===== src/rtl/regfile_writeback_queue_if.sv =====
// Writeback bus for regfile_writeback_queue: two producer handshakes, the bank
// write port, two bypass lookups and the occupancy count.
interface regfile_writeback_queue_if #(
    parameter int DEPTH  = 4,
    parameter int DATA_W = 64,
    parameter int ADDR_W = 5
);
    localparam int PEND_W = $clog2(DEPTH + 1);

    logic              mem_valid;
    logic [ADDR_W-1:0] mem_rd;
    logic [DATA_W-1:0] mem_data;
    logic              mem_ready;
    logic              alu_valid;
    logic [ADDR_W-1:0] alu_rd;
    logic [DATA_W-1:0] alu_data;
    logic              alu_ready;
    logic              rf_hold;
    logic              rf_write;
    logic [ADDR_W-1:0] rf_write_register;
    logic [DATA_W-1:0] rf_write_data;
    logic [ADDR_W-1:0] byp_reg1;
    logic              byp_hit1;
    logic [DATA_W-1:0] byp_data1;
    logic [ADDR_W-1:0] byp_reg2;
    logic              byp_hit2;
    logic [DATA_W-1:0] byp_data2;
    logic [PEND_W-1:0] pending;

    modport master (
        output mem_valid, mem_rd, mem_data, alu_valid, alu_rd, alu_data,
               rf_hold, byp_reg1, byp_reg2,
        input  mem_ready, alu_ready, rf_write, rf_write_register, rf_write_data,
               byp_hit1, byp_data1, byp_hit2, byp_data2, pending
    );

    modport slave (
        input  mem_valid, mem_rd, mem_data, alu_valid, alu_rd, alu_data,
               rf_hold, byp_reg1, byp_reg2,
        output mem_ready, alu_ready, rf_write, rf_write_register, rf_write_data,
               byp_hit1, byp_data1, byp_hit2, byp_data2, pending
    );
endinterface


===== src/rtl/regfile_writeback_queue.sv =====
// In-order writeback FIFO in front of the register bank's single write port,
// with youngest-first bypass lookups. Optional macro: ZERO_REG_DISCARD_EN.
module regfile_writeback_queue #(
    parameter int DEPTH  = 4,
    parameter int DATA_W = 64,
    parameter int ADDR_W = 5
) (
    input  logic clk,
    input  logic rst,
    regfile_writeback_queue_if.slave wb
);
    localparam int PTR_W  = $clog2(DEPTH);
    localparam int PEND_W = $clog2(DEPTH + 1);
    localparam logic [PEND_W-1:0] DEPTH_M1 = PEND_W'(DEPTH - 1);
    localparam logic [PEND_W-1:0] DEPTH_M2 = PEND_W'(DEPTH - 2);
    localparam logic [ADDR_W-1:0] ZR_IDX   = ADDR_W'(31);
`ifdef ZERO_REG_DISCARD_EN
    localparam bit ZR_DISCARD = 1'b1;
`else
    localparam bit ZR_DISCARD = 1'b0;
`endif

    logic [ADDR_W-1:0] q_rd   [DEPTH];
    logic [DATA_W-1:0] q_data [DEPTH];
    logic [PTR_W-1:0]  head, tail, alu_slot;
    logic [PEND_W-1:0] pending_q;
    logic              mem_store, alu_store, pop;
    logic [1:0]        n_store;
    logic              wr_vld_p1;
    logic [ADDR_W-1:0] wr_reg_p1;
    logic [DATA_W-1:0] wr_data_p1;
    logic [DATA_W:0]   byp1, byp2;

    // Credit comes only from registered occupancy; a same-cycle pop frees nothing.
    always_comb begin
        wb.mem_ready = (pending_q <= DEPTH_M1);
        wb.alu_ready = (pending_q <= DEPTH_M2) | ((pending_q == DEPTH_M1) & ~wb.mem_valid);
        mem_store    = wb.mem_valid & wb.mem_ready & ~(ZR_DISCARD & (wb.mem_rd == ZR_IDX));
        alu_store    = wb.alu_valid & wb.alu_ready & ~(ZR_DISCARD & (wb.alu_rd == ZR_IDX));
        n_store      = {1'b0, mem_store} + {1'b0, alu_store};
        alu_slot     = mem_store ? tail + PTR_W'(1) : tail;
        pop          = (pending_q != '0) & ~wb.rf_hold;
    end

    // Enqueue stage: mem entry takes the older slot when both arrive together.
    always_ff @(posedge clk) begin
        if (mem_store) begin
            q_rd[tail]   <= wb.mem_rd;
            q_data[tail] <= wb.mem_data;
        end
        if (alu_store) begin
            q_rd[alu_slot]   <= wb.alu_rd;
            q_data[alu_slot] <= wb.alu_data;
        end
    end

    // Drain stage: head entry moves into the bank write register.
    always_ff @(posedge clk or posedge rst) begin
        if (rst) begin
            head       <= '0;
            tail       <= '0;
            pending_q  <= '0;
            wr_vld_p1  <= 1'b0;
            wr_reg_p1  <= '0;
            wr_data_p1 <= '0;
        end else begin
            tail      <= tail + PTR_W'(n_store);
            pending_q <= pending_q + PEND_W'(n_store) - PEND_W'(pop);
            wr_vld_p1 <= pop;
            if (pop) begin
                head       <= head + PTR_W'(1);
                wr_reg_p1  <= q_rd[head];
                wr_data_p1 <= q_data[head];
            end
        end
    end

    // Oldest to youngest, so the last match (youngest) wins; output register is oldest.
    function automatic logic [DATA_W:0] lookup(input logic [ADDR_W-1:0] r);
        logic              hit;
        logic [DATA_W-1:0] d;
        logic [PTR_W-1:0]  idx;
        hit = 1'b0;
        d   = '0;
        if (wr_vld_p1 && (wr_reg_p1 == r)) begin
            hit = 1'b1;
            d   = wr_data_p1;
        end
        for (int k = 0; k < DEPTH; k++) begin
            idx = head + PTR_W'(k);
            if ((PEND_W'(k) < pending_q) && (q_rd[idx] == r)) begin
                hit = 1'b1;
                d   = q_data[idx];
            end
        end
        if (ZR_DISCARD && (r == ZR_IDX)) begin
            hit = 1'b0;
            d   = '0;
        end
        return {hit, d};
    endfunction

    always_comb begin
        byp1 = lookup(wb.byp_reg1);
        byp2 = lookup(wb.byp_reg2);
    end

    assign wb.byp_hit1          = byp1[DATA_W];
    assign wb.byp_data1         = byp1[DATA_W-1:0];
    assign wb.byp_hit2          = byp2[DATA_W];
    assign wb.byp_data2         = byp2[DATA_W-1:0];
    assign wb.rf_write          = wr_vld_p1;
    assign wb.rf_write_register = wr_reg_p1;
    assign wb.rf_write_data     = wr_data_p1;
    assign wb.pending           = pending_q;
endmodule


===== src/flat_wrapper.sv =====
// flat-port wrapper written by rule: the top's interface ports become plain ports
module regfile_writeback_queue_flat 
#(
    parameter int DEPTH  = 4,
    parameter int DATA_W = 64,
    parameter int ADDR_W = 5
)
  (clk, rst, wb_mem_valid, wb_mem_rd, wb_mem_data, wb_alu_valid, wb_alu_rd, wb_alu_data, wb_rf_hold, wb_byp_reg1, wb_byp_reg2, wb_mem_ready, wb_alu_ready, wb_rf_write, wb_rf_write_register, wb_rf_write_data, wb_byp_hit1, wb_byp_data1, wb_byp_hit2, wb_byp_data2, wb_pending);
  regfile_writeback_queue_if #(.DEPTH(DEPTH), .DATA_W(DATA_W), .ADDR_W(ADDR_W)) wb_i ();
  input  logic clk;
  input  logic rst;
  input wire logic [$bits(wb_i.mem_valid)-1:0] wb_mem_valid;
  input wire logic [$bits(wb_i.mem_rd)-1:0] wb_mem_rd;
  input wire logic [$bits(wb_i.mem_data)-1:0] wb_mem_data;
  input wire logic [$bits(wb_i.alu_valid)-1:0] wb_alu_valid;
  input wire logic [$bits(wb_i.alu_rd)-1:0] wb_alu_rd;
  input wire logic [$bits(wb_i.alu_data)-1:0] wb_alu_data;
  input wire logic [$bits(wb_i.rf_hold)-1:0] wb_rf_hold;
  input wire logic [$bits(wb_i.byp_reg1)-1:0] wb_byp_reg1;
  input wire logic [$bits(wb_i.byp_reg2)-1:0] wb_byp_reg2;
  output wire logic [$bits(wb_i.mem_ready)-1:0] wb_mem_ready;
  output wire logic [$bits(wb_i.alu_ready)-1:0] wb_alu_ready;
  output wire logic [$bits(wb_i.rf_write)-1:0] wb_rf_write;
  output wire logic [$bits(wb_i.rf_write_register)-1:0] wb_rf_write_register;
  output wire logic [$bits(wb_i.rf_write_data)-1:0] wb_rf_write_data;
  output wire logic [$bits(wb_i.byp_hit1)-1:0] wb_byp_hit1;
  output wire logic [$bits(wb_i.byp_data1)-1:0] wb_byp_data1;
  output wire logic [$bits(wb_i.byp_hit2)-1:0] wb_byp_hit2;
  output wire logic [$bits(wb_i.byp_data2)-1:0] wb_byp_data2;
  output wire logic [$bits(wb_i.pending)-1:0] wb_pending;
  assign wb_i.mem_valid = wb_mem_valid;
  assign wb_i.mem_rd = wb_mem_rd;
  assign wb_i.mem_data = wb_mem_data;
  assign wb_i.alu_valid = wb_alu_valid;
  assign wb_i.alu_rd = wb_alu_rd;
  assign wb_i.alu_data = wb_alu_data;
  assign wb_i.rf_hold = wb_rf_hold;
  assign wb_i.byp_reg1 = wb_byp_reg1;
  assign wb_i.byp_reg2 = wb_byp_reg2;
  assign wb_mem_ready = wb_i.mem_ready;
  assign wb_alu_ready = wb_i.alu_ready;
  assign wb_rf_write = wb_i.rf_write;
  assign wb_rf_write_register = wb_i.rf_write_register;
  assign wb_rf_write_data = wb_i.rf_write_data;
  assign wb_byp_hit1 = wb_i.byp_hit1;
  assign wb_byp_data1 = wb_i.byp_data1;
  assign wb_byp_hit2 = wb_i.byp_hit2;
  assign wb_byp_data2 = wb_i.byp_data2;
  assign wb_pending = wb_i.pending;
  regfile_writeback_queue #(.DEPTH(DEPTH), .DATA_W(DATA_W), .ADDR_W(ADDR_W)) u_core (.clk(clk), .rst(rst), .wb(wb_i));
endmodule

===== config.mk =====
export PLATFORM = sky130hd
export DESIGN_NAME = regfile_writeback_queue_flat
export DESIGN_NICKNAME = d
export VERILOG_FILES = /design/src/rtl/regfile_writeback_queue_if.sv /design/src/rtl/regfile_writeback_queue.sv /design/src/flat_wrapper.sv
export SDC_FILE = /design/constraint.sdc
export NUM_CORES = 1
export LEC_CHECK = 0
export CAP_MARGIN = 20
export CORE_UTILIZATION = 40
export DETAILED_ROUTE_END_ITERATION = 12
export RECOVER_POWER = 50
export SETUP_SLACK_MARGIN = 0.02
export SKIP_LAST_GASP = 1
export SYNTH_ARGS = -nofsm -noshare
export SYNTH_HDL_FRONTEND = slang
export SYNTH_SLANG_ARGS = --single-unit

===== constraint.sdc =====
create_clock -name clk -period 7.3 [get_ports clk]
set_input_delay 1.46 -clock clk [delete_from_list [all_inputs] [get_ports clk]]
set_output_delay 1.46 -clock clk [all_outputs]
set_load 0.005 [all_outputs]

* Word level (Yosys, flattened, before mapping)
Memory sizes are Yosys's and may differ from the RTL's.
Cells that the tools add are included.
W data, S select, Z words.
** Word-level totals
- Bits in registers :: 77
- Bits in latches :: 0
- Memory bits (writable) :: 276
- Bits in read-only memories :: 0
- Output and inout bits :: 205
- Memories kept :: 2
** Memories
- u_core.q_data :: depth 4, bits a word 64, rd ports 4, clocked after Yosys merged registers in 0, wr ports 2, line regfile_writeback_queue.sv:24 : logic [DATA_W-1:0] q_data [DEPTH];
- u_core.q_rd :: depth 4, bits a word 5, rd ports 4, clocked after Yosys merged registers in 0, wr ports 2, line regfile_writeback_queue.sv:23 : logic [ADDR_W-1:0] q_rd [DEPTH];
** Cells by class
- $add $sub $neg :: 8
- $mul :: 0
- Div/mod/pow operators :: 0
- $lt $le $gt $ge :: 6
- Equality and inequality tests :: 11
- Shift operators :: 0
- Mux-type cells :: 25
- Bitwise gates (word level) :: 7
- Reduce and logical (&&, ||, !) cells :: 11
** Operator list (number)
- $mux W64 :: 10
- $eq A5 B5 Y1 :: 10
- $mux W1 :: 14
- $logic_and A1 B1 Y1 :: 10
- $le A3 B2 Y1 const B :: 2
- $lt A1 B3 Y1 const A :: 2
- $lt A2 B3 Y1 const A :: 2
- $add A2 B1 Y2 const B :: 2
- $add A2 B2 Y2 const B :: 2
- $and A1 B1 Y1 :: 4
- $add A3 B2 Y3 :: 1
- $eq A3 B2 Y1 const B :: 1
- $reduce_bool A3 Y1 :: 1
- $sub A3 B1 Y3 :: 1
- $add A1 B1 Y2 :: 1
- $add A2 B2 Y2 :: 1
- $mux W2 :: 1
- $not A1 Y1 :: 2
- $or A1 B1 Y1 :: 1

* Longest topological paths before layout
Gate-level depths: netlist of run 1.
- Depth in word-level cells :: 7
- Depth in mapped cells :: 12
- Depth with buffers taken out :: 11

* Worst setup path after synthesis of run 1
No wires, ideal clock.
- Path kind :: input port to output port
- Start :: in wb_byp_reg1[3]
- End :: out wb_byp_data1[32]
- Arrival time :: 3.183 ns
- Required time :: 5.840 ns
- Slack :: 2.657 ns
- Stages on the path :: 8
- Cells stage by stage :: clkbuf_1 -> xor2_1 -> nor4_1 -> nand3_1 -> a21oi_2 -> buf_6 -> a221oi_1 -> o31ai_1
** On the way
- Cells in the longest elaborated chain, start to end :: 7
** Ends and longest elaborated chain
- from (decl) :: line flat_wrapper.sv:19 : input wire logic [$bits(wb_i.byp_reg1)-1:0] wb_byp_reg1;
- $eq A5 B5 Y1 :: line regfile_writeback_queue.sv:85 : if (wr_vld_p1 && (wr_reg_p1 == r)) begin
- $logic_and A1 B1 Y1 :: line regfile_writeback_queue.sv:85
- $mux W64 :: line regfile_writeback_queue.sv:85
- $mux W64 (3 in a row) :: line regfile_writeback_queue.sv:91 : if ((PEND_W'(k) < pending_q) && (q_rd[idx] == r)) begin
- $mux W64 (*) :: line regfile_writeback_queue.sv:91
- to (decl) :: line flat_wrapper.sv:27 : output wire logic [$bits(wb_i.byp_data1)-1:0] wb_byp_data1;
Mark *: on every way between the ends. The rest lies on a longest branch, timed or not.

* Final worst setup path of run 1
- Start :: in wb_byp_reg1[3]
- End :: out wb_byp_data1[20]
Same word-level chain as after synthesis.

==> qor.csv, run 1 <==
metric,value,unit
power_per_cell_area,454,nW/um^2
period_minus_slack,6.51,ns
initial_core_util,40.7,%
cts.sinks,353,
cp_data_arrival_time,5.05,ns
cts_hold_buf,0,
synth.top_cell.area_share,30.7,%
dp_cells,3603,
cts_resized,0,
hold_path_class,reg -> reg,
yosysSeqAreaShare,37.9,%
synth_top_area_cell,edfxtp_1,
async_flop_share,21.8,%
synth_area,27000,sq um
drive_above_1_share,21.0,%
crit_type,in -> out,
die_h,262,um
finClkSkew,0.0228,ns
port_buffers,357,
cap_violations,11,
dp_hpwl,60.3,mm
post_drt_wl_per_cell,26.4,um
vias,23400,
layout_common_cells,"mux2_2, clkdlybuf4s50_1, edfxtp_1",
drcViolationCount,0,
cpMostUsedCell,clkdlybuf4s50_1,
dpl_worst_slack,0.833,ns
p_sw_share,44.5,%
die_x,262,um
setup_viol,0,
fin_crit_sh,89.2,%
hold_viol_final,0,
gp_congestion,0.882,
crit_chain,clkdlybuf4s50_1 > xor2_1 > nor4_1 > nand3_1 > a21oi_4 > buf_12 > a221oi_1 > o31ai_1 > clkdlybuf4s50_1,
p_int,8170,uW
outcome,"finished, violations left",
maxSlewHeadroom,-100,%
ir_worst_vdd,326,uV
cp_top_family,buffers and inverters,
crit_required,5.84,ns
yosysWarnings,0,
synth_seq_cells,353,
finalNonFillerCells,3700,
layout.cells.most_common,mux2_2,
synth_ff_type,edfxtp_1,
synth_nets,2747,
clockBufferDepth,3,
syn_inst,2584,
io_pins,358,
syn_area_per_cell,10.4,sq um
grt_pass1_vias,23200,
syn_to_final_growth,20.3,%
die_area,68500,sq um
setup_ws,0.788,ns
clock_power_share,15.5,%
worstMarginPinSlew,2.99,ns
numCtsBuffers,45,
crit_fanout,32,
htree_levels,2,
drtAntennaViolNets,0,
leakagePower,0.0118,uW
tritoncts,built,
ys_types,53,
grt_max_degree,180,
globalRouteOverflowTotal,0,
grt_pass1_wl,143,mm
root_buffer,clkbuf_16,
fmax,0.154,GHz
num-nets-final,2949,
seq_power_share,24.6,%
p_sw,6550,uW
clk_latency,0.58,ns
combPwrFrac,59.8,%
drv_slew,362,
rsz0062_at_grt,false,
worstSetupEndpointType,output port,
coreArea,66200,sq um
startpoint_type,input port,
synth_edf_count,276,
via_per_inst,6.32,
max_stage_delay,0.66,ns
grt_usage,27.7,%
violations,"max-capacitance violations, max-slew violations",
antenna_found_initial,22,
setup_tns,0,ns
drt_first_pass_iters,7,
initialDrtViolationCount,2474,
fillCellCount,5952,
clk_pin_slew,0.06,ns
synth.top_cells.by_area,"edfxtp_1, mux2_2, mux2i_1, dfrtp_1, a221oi_1",
crit_slowest_cell,clkdlybuf4s50_1,
multi_input_area,15500,sq um
ff_latch_area,10200,sq um
path_buf_inv,3,
wl,97.7,mm
rows,94,
cts_setup_buffers,0,
[per-stage QoR]
step           total power (uW)  area, sq um  hold WS, ns  util [%]
6_report                  14700        32400        0.571      49.0
5_1_grt                   15500        32400        0.588      49.0
4_1_cts                   14700        32500        0.574      49.1
3_5_place_dp              12400        31000        0.560      46.8
3_3_place_gp              12200        31000        0.553      46.8
2_1_floorplan              9010        27000        0.549         -
[logic make-up (layout without fill, tap and decap cells)]
family | Yosys count | count (layout) | synth area share (%)
flops | 353 | 353 | 37.9
xor+xnor | 52 | 52 | 1.69
fa+ha+maj | 10 | 10 | 0.492
mux | 695 | 695 | 28.9
compound gates | 535 | 535 | 14.0
other cells | 0 | 13 | 0
buf+inv | 266 | 505 | 5.04
simple gates | 673 | 673 | 11.9
[worst paths after layout]
| kind | from | end | slack [ns] | cells past startpoint |
|---|---|---|---|---|
| setup / recovery | wb_byp_reg1[3] | wb_byp_data1[20] | 0.79 | 9 |
| hold / removal | u_core.wb.rf_write_data[23]$_DFFE_PP0P_ | u_core.wb.rf_write_data[23]$_DFFE_PP0P_ | 0.57 | 1 |
| setup reg to reg | u_core.wb.pending[2]$_DFF_PP0_ | u_core.q_data[3][28]$_DFFE_PP_ | 1.61 | 8 |
| hold reg to reg | u_core.wb.rf_write_data[23]$_DFFE_PP0P_ | u_core.wb.rf_write_data[23]$_DFFE_PP0P_ | 0.57 | 1 |
| max in group asynchronous | rst | u_core.head[1]$_DFFE_PP0P_ | 3.79 | 3 |
| min in group asynchronous | rst | u_core.wb.rf_write_data[0]$_DFFE_PP0P_ | 1.81 | 2 |
[flip-flops by register name, indices dropped and copies added, names as in the netlist]
name                         cells
u_core.q_data                  256
u_core.wb.rf_write_register      5
u_core.tail                      2
u_core.wb.rf_write               1
u_core.wb.pending                3
u_core.head                      2
u_core.q_rd                     20
u_core.wb.rf_write_data         64
[Yosys cell counts, types with 23 or more instances]
master and count:
a21oi_1 156, a221oi_1 130, and2_1 65, buf_2 81, buf_6 25, clkbuf_1 104, dfrtp_1 77, edfxtp_1 276
mux2_2 409, mux2i_1 259, mux4_2 27, nand2_1 106, nor2_1 199, nor2b_1 62, nor3_1 219, o21ai_0 65
o31a_1 34, o31ai_1 106, xnor2_1 29, xor2_1 23
[power groups by stage]
stage	registers [uW]	clock network [uW]	logic [uW]
after floorplan	3410	0	5600
after global placement	3600	0	8640
after detailed placement	3640	0	8770
after CTS	3600	2320	8820
after global routing	3710	2410	9390
final	3620	2290	8810
[layer usage]
layer	vias to the layer above	track usage, %	share of wire [%]
met5	-	0	0.15
met4	22	11.1	3.7
met3	302	6.08	8.5
met2	1146	46.3	48
met1	11600	34.6	40
li1	10300	-	-
[final cells by class]
cell class | count | share of cell area [%]
Clock buffer | 59 | 3.83
Inverter | 15 | 0.201
Multi-Input combinational cell | 1965 | 47.8
Clock inverter | 25 | 0.775
Antenna cell | 13 | 0.100
Sequential cell | 353 | 31.5
Timing Repair Buffer | 406 | 12.4
Tap cell | 864 | 3.33
No activity file was read; power rests on OpenSTA's default activity.
==> inputs of run 2 (changes only) <==
--- a/config.mk
+++ b/config.mk
@@ -6,4 +6,5 @@
 export NUM_CORES = 1
 export LEC_CHECK = 0
+export ABC_AREA = 1
 export CAP_MARGIN = 20
 export CORE_UTILIZATION = 40
==> constraint.sdc (replaced) <==
create_clock -name clk -period 7.3 [get_ports clk]
set_input_delay 1.825 -clock clk [delete_from_list [all_inputs] [get_ports clk]]
set_output_delay 1.825 -clock clk [all_outputs]
set_load 0.005 [all_outputs]
==> run 2 against run 1 <==
Against the previous run:
- the flow still finishes with violations (max-capacitance violations, max-slew violations)
- sequential power rose by 1%
- synthesized cell count rose by 72%
- hold slack got worse by 0.033 ns
- register-to-register slack improved by 0.05 ns
- maximum frequency fell by 2.2%
- area after synthesis rose by 5.2%
- count of clock-buffer cells in the layout fell by 2
- combinational power rose by 21%
- die area rose by 5.1%
- wire length rose by 14%
- largest cell class unchanged
- power rose by 14%
- setup slack got worse by 0.14 ns
==> qor.csv, run 2 <==
metric,value,unit,change
dpl_worst_slack,0.731,ns,-0.102 ns
synth_seq_cells,353,,unchanged
tritoncts,built,,
cts_hold_buf,0,,unchanged
dp_hpwl,67.7,mm,+12%
synth.top_cells.by_area,"edfxtp_1, nand2_1, o21ai_0, nor2_1, dfrtp_1",,
antenna_found_initial,0,,-100%
ys_top_cells_by_count,"nand2_1, o21ai_0, nor2_1",,
cp_data_arrival_time,4.83,ns,-0.22 ns
port_buffers,357,,unchanged
syn_inst,4442,,+72%
setup_ws,0.643,ns,-0.145 ns
drv_slew,442,,+22%
rows,97,,+3.2%
crit_required,5.48,ns,-0.36 ns
drcViolationCount,0,,unchanged
clockBufferDepth,3,,unchanged
cts.sinks,353,,unchanged
violations,"max-capacitance violations, max-slew violations",,
synth_area,28400,sq um,+5.2%
fmax,0.150,GHz,-2.2%
die_h,268,um,+2.5%
io_pins,358,,unchanged
syn_area_per_cell,6.39,sq um,-39%
worstSetupEndpointType,output port,,
period_minus_slack,6.66,ns,+0.145 ns
coreArea,70100,sq um,+5.9%
synth_edf_count,276,,unchanged
utilization,48.4,%,-0.58 points
layout.cells.most_common,nand2_1,,
gp_congestion,0.900,,+2.1%
initialDrtViolationCount,3269,,+32%
setup_viol,0,,unchanged
top_register,u_core.q_data,,
grt_usage,30.2,%,+2.5 points
power_per_cell_area,496,nW/um^2,+9.3%
synth.top_cell.area_share,29.2,%,-1.5 points
synth_ff_type,edfxtp_1,,
leakagePower,0.0156,uW,+32%
die_x,268,um,+2.5%
initial_core_util,40.4,%,-0.30 points
setup_tns,0,ns,unchanged
die_area,72000,sq um,+5.1%
crit_chain,clkdlybuf4s50_1 > inv_1 > nand3_1 > nand2_1 > nor2_4 > buf_4 > nand4_1 > nand3_1 > nand3_1 > nand2_1 > nand2_1 > clkdlybuf4s50_1,,
fin_crit_sh,91.2,%,+2.0 points
cap_violations,11,,unchanged
grt_pass1_wl,166,mm,+16%
max_stage_delay,0.78,ns,+0.12 ns
layout_common_cells,"nand2_1, o21ai_0, nor2_1",,
dpl_cell_area,32500,sq um,+4.8%
root_buffer,clkbuf_16,,
rsz0062_at_grt,false,,
crit_slowest_cell,buf_4,,
final_area,34000,sq um,+4.7%
ir_worst_vdd,402,uV,+23%
async_flop_share,21.8,%,unchanged
yosysWarnings,0,,unchanged
largest_reg_flops,256,,unchanged
hold_path_class,reg -> reg,,
numCtsBuffers,43,,-4.4%
worstMarginPinSlew,2.85,ns,-0.146 ns
drive_above_1_share,3.61,%,-17 points
globalRouteOverflowTotal,0,,unchanged
synth_nets,4605,,+68%
vias,30400,,+30%
clk_latency,0.60,ns,+0.02 ns
grt_max_degree,243,,+35%
yosysMostFrequentCell,nand2_1,,
finClkSkew,0.0294,ns,+0.00662 ns
hold_viol_final,0,,unchanged
fin_hold_ws,0.537,ns,-0.0334 ns
via_per_inst,5.51,,-13%
cts_resized,0,,unchanged
crit_fanout,64,,+100%
crit_type,in -> out,,
htree_levels,2,,unchanged
drt_first_pass_iters,6,,-1
cts_setup_buffers,0,,unchanged
wl,111,mm,+14%
ys_types,32,,-40%
clk_pin_slew,0.07,ns,about the same
yosysSeqAreaShare,36.0,%,-1.9 points
outcome,"finished, violations left",,
num-nets-final,4699,,+59%
path_buf_inv,4,,+1
startpoint_type,input port,,
syn_to_final_growth,19.8,%,
maxSlewHeadroom,-89.8,%,+10 points
cp_top_family,buffers and inverters,,
grt_pass1_vias,27500,,+19%
drtAntennaViolNets,0,,unchanged
synth_top_area_cell,edfxtp_1,,
post_drt_wl_per_cell,20.1,um,-24%
-- run 2: changes by cell type after synthesis, sizes merged, moves of 182 or more --
cell   delta
nor2    +327
nor3    -219
nand3   +195
nand2  +1579
mux2i   -182
mux2    -409
nand4   +267
o21ai   +668
-- run 2: layer usage --
metal  up-vias  routed length, um  global-route usage, %
met1     13700              47300                   40.6
met2      1550              49300                   48.2
met5         -                  0                      0
li1      14900                  -                      -
met3       215              11000                   6.23
met4         0               3500                   10.1
-- run 2: layout make-up --
class	count	area, sq um
diodes	1	2.50
inverters	187	719
fillers	7078	36200
clock buffers	57	1200
multi-input cells	3535	16100
flip-flops and latches	353	10200
repair buffers	416	4200
well taps	940	1180
clock inverters	23	392
-- run 2: final timing paths --
path	endpoint	startpoint	slack [ns]	cells after the start
hold / removal	u_core.wb.rf_write_data[22]$_DFFE_PP0P_	u_core.wb.rf_write_data[22]$_DFFE_PP0P_	0.54	2
hold reg to reg	u_core.wb.rf_write_data[22]$_DFFE_PP0P_	u_core.wb.rf_write_data[22]$_DFFE_PP0P_	0.54	2
min in group asynchronous	u_core.wb.pending[2]$_DFF_PP0_	rst	2.22	2
max in group asynchronous	u_core.head[0]$_DFFE_PP0P_	rst	1.24	3
setup reg to reg	u_core.q_data[1][32]$_DFFE_PP_	u_core.wb.pending[2]$_DFF_PP0_	1.66	6
setup / recovery	wb_byp_data2[39]	wb_byp_reg2[3]	0.64	12
-- run 2: worst reg2reg max path, delay by kind of cell, from the launching register on --
family,cells,cell delay (ns)
AO/OA/AOI/OAI,2,0.39
buffers and inverters,1,0.27
flip-flops,1,0.40
AND/OR/NAND/NOR,3,4.14
-- run 2: cell families (layout without fill, tap and decap cells) --
logic type      count (synthesis)  count (layout)  synth area share [%]
buf+inv                       554             683                  8.12
fa+ha+maj                      10              10                 0.468
compound gates                747             747                  13.2
other cells                     0               1                     0
flops                         353             353                  36.0
xor+xnor                       16              16                 0.494
mux                            77              77                  2.72
simple gates                 2685            2685                  39.0
-- run 2: where the power goes --
part	internal [uW]	switching, uW	leakage [uW]
clock network	1520	951	0.000773
logic	3410	7310	0.0114
registers	3130	539	0.00346
total	8060	8800	0.0156
-- run 2: stage by stage --
stage               power, uW  std cells
finish                  16900       5512
global placement        14200       5430
floorplan                9810       4442
CTS                     16800       5510
global route            18000       5511
detailed placement      14300       5430
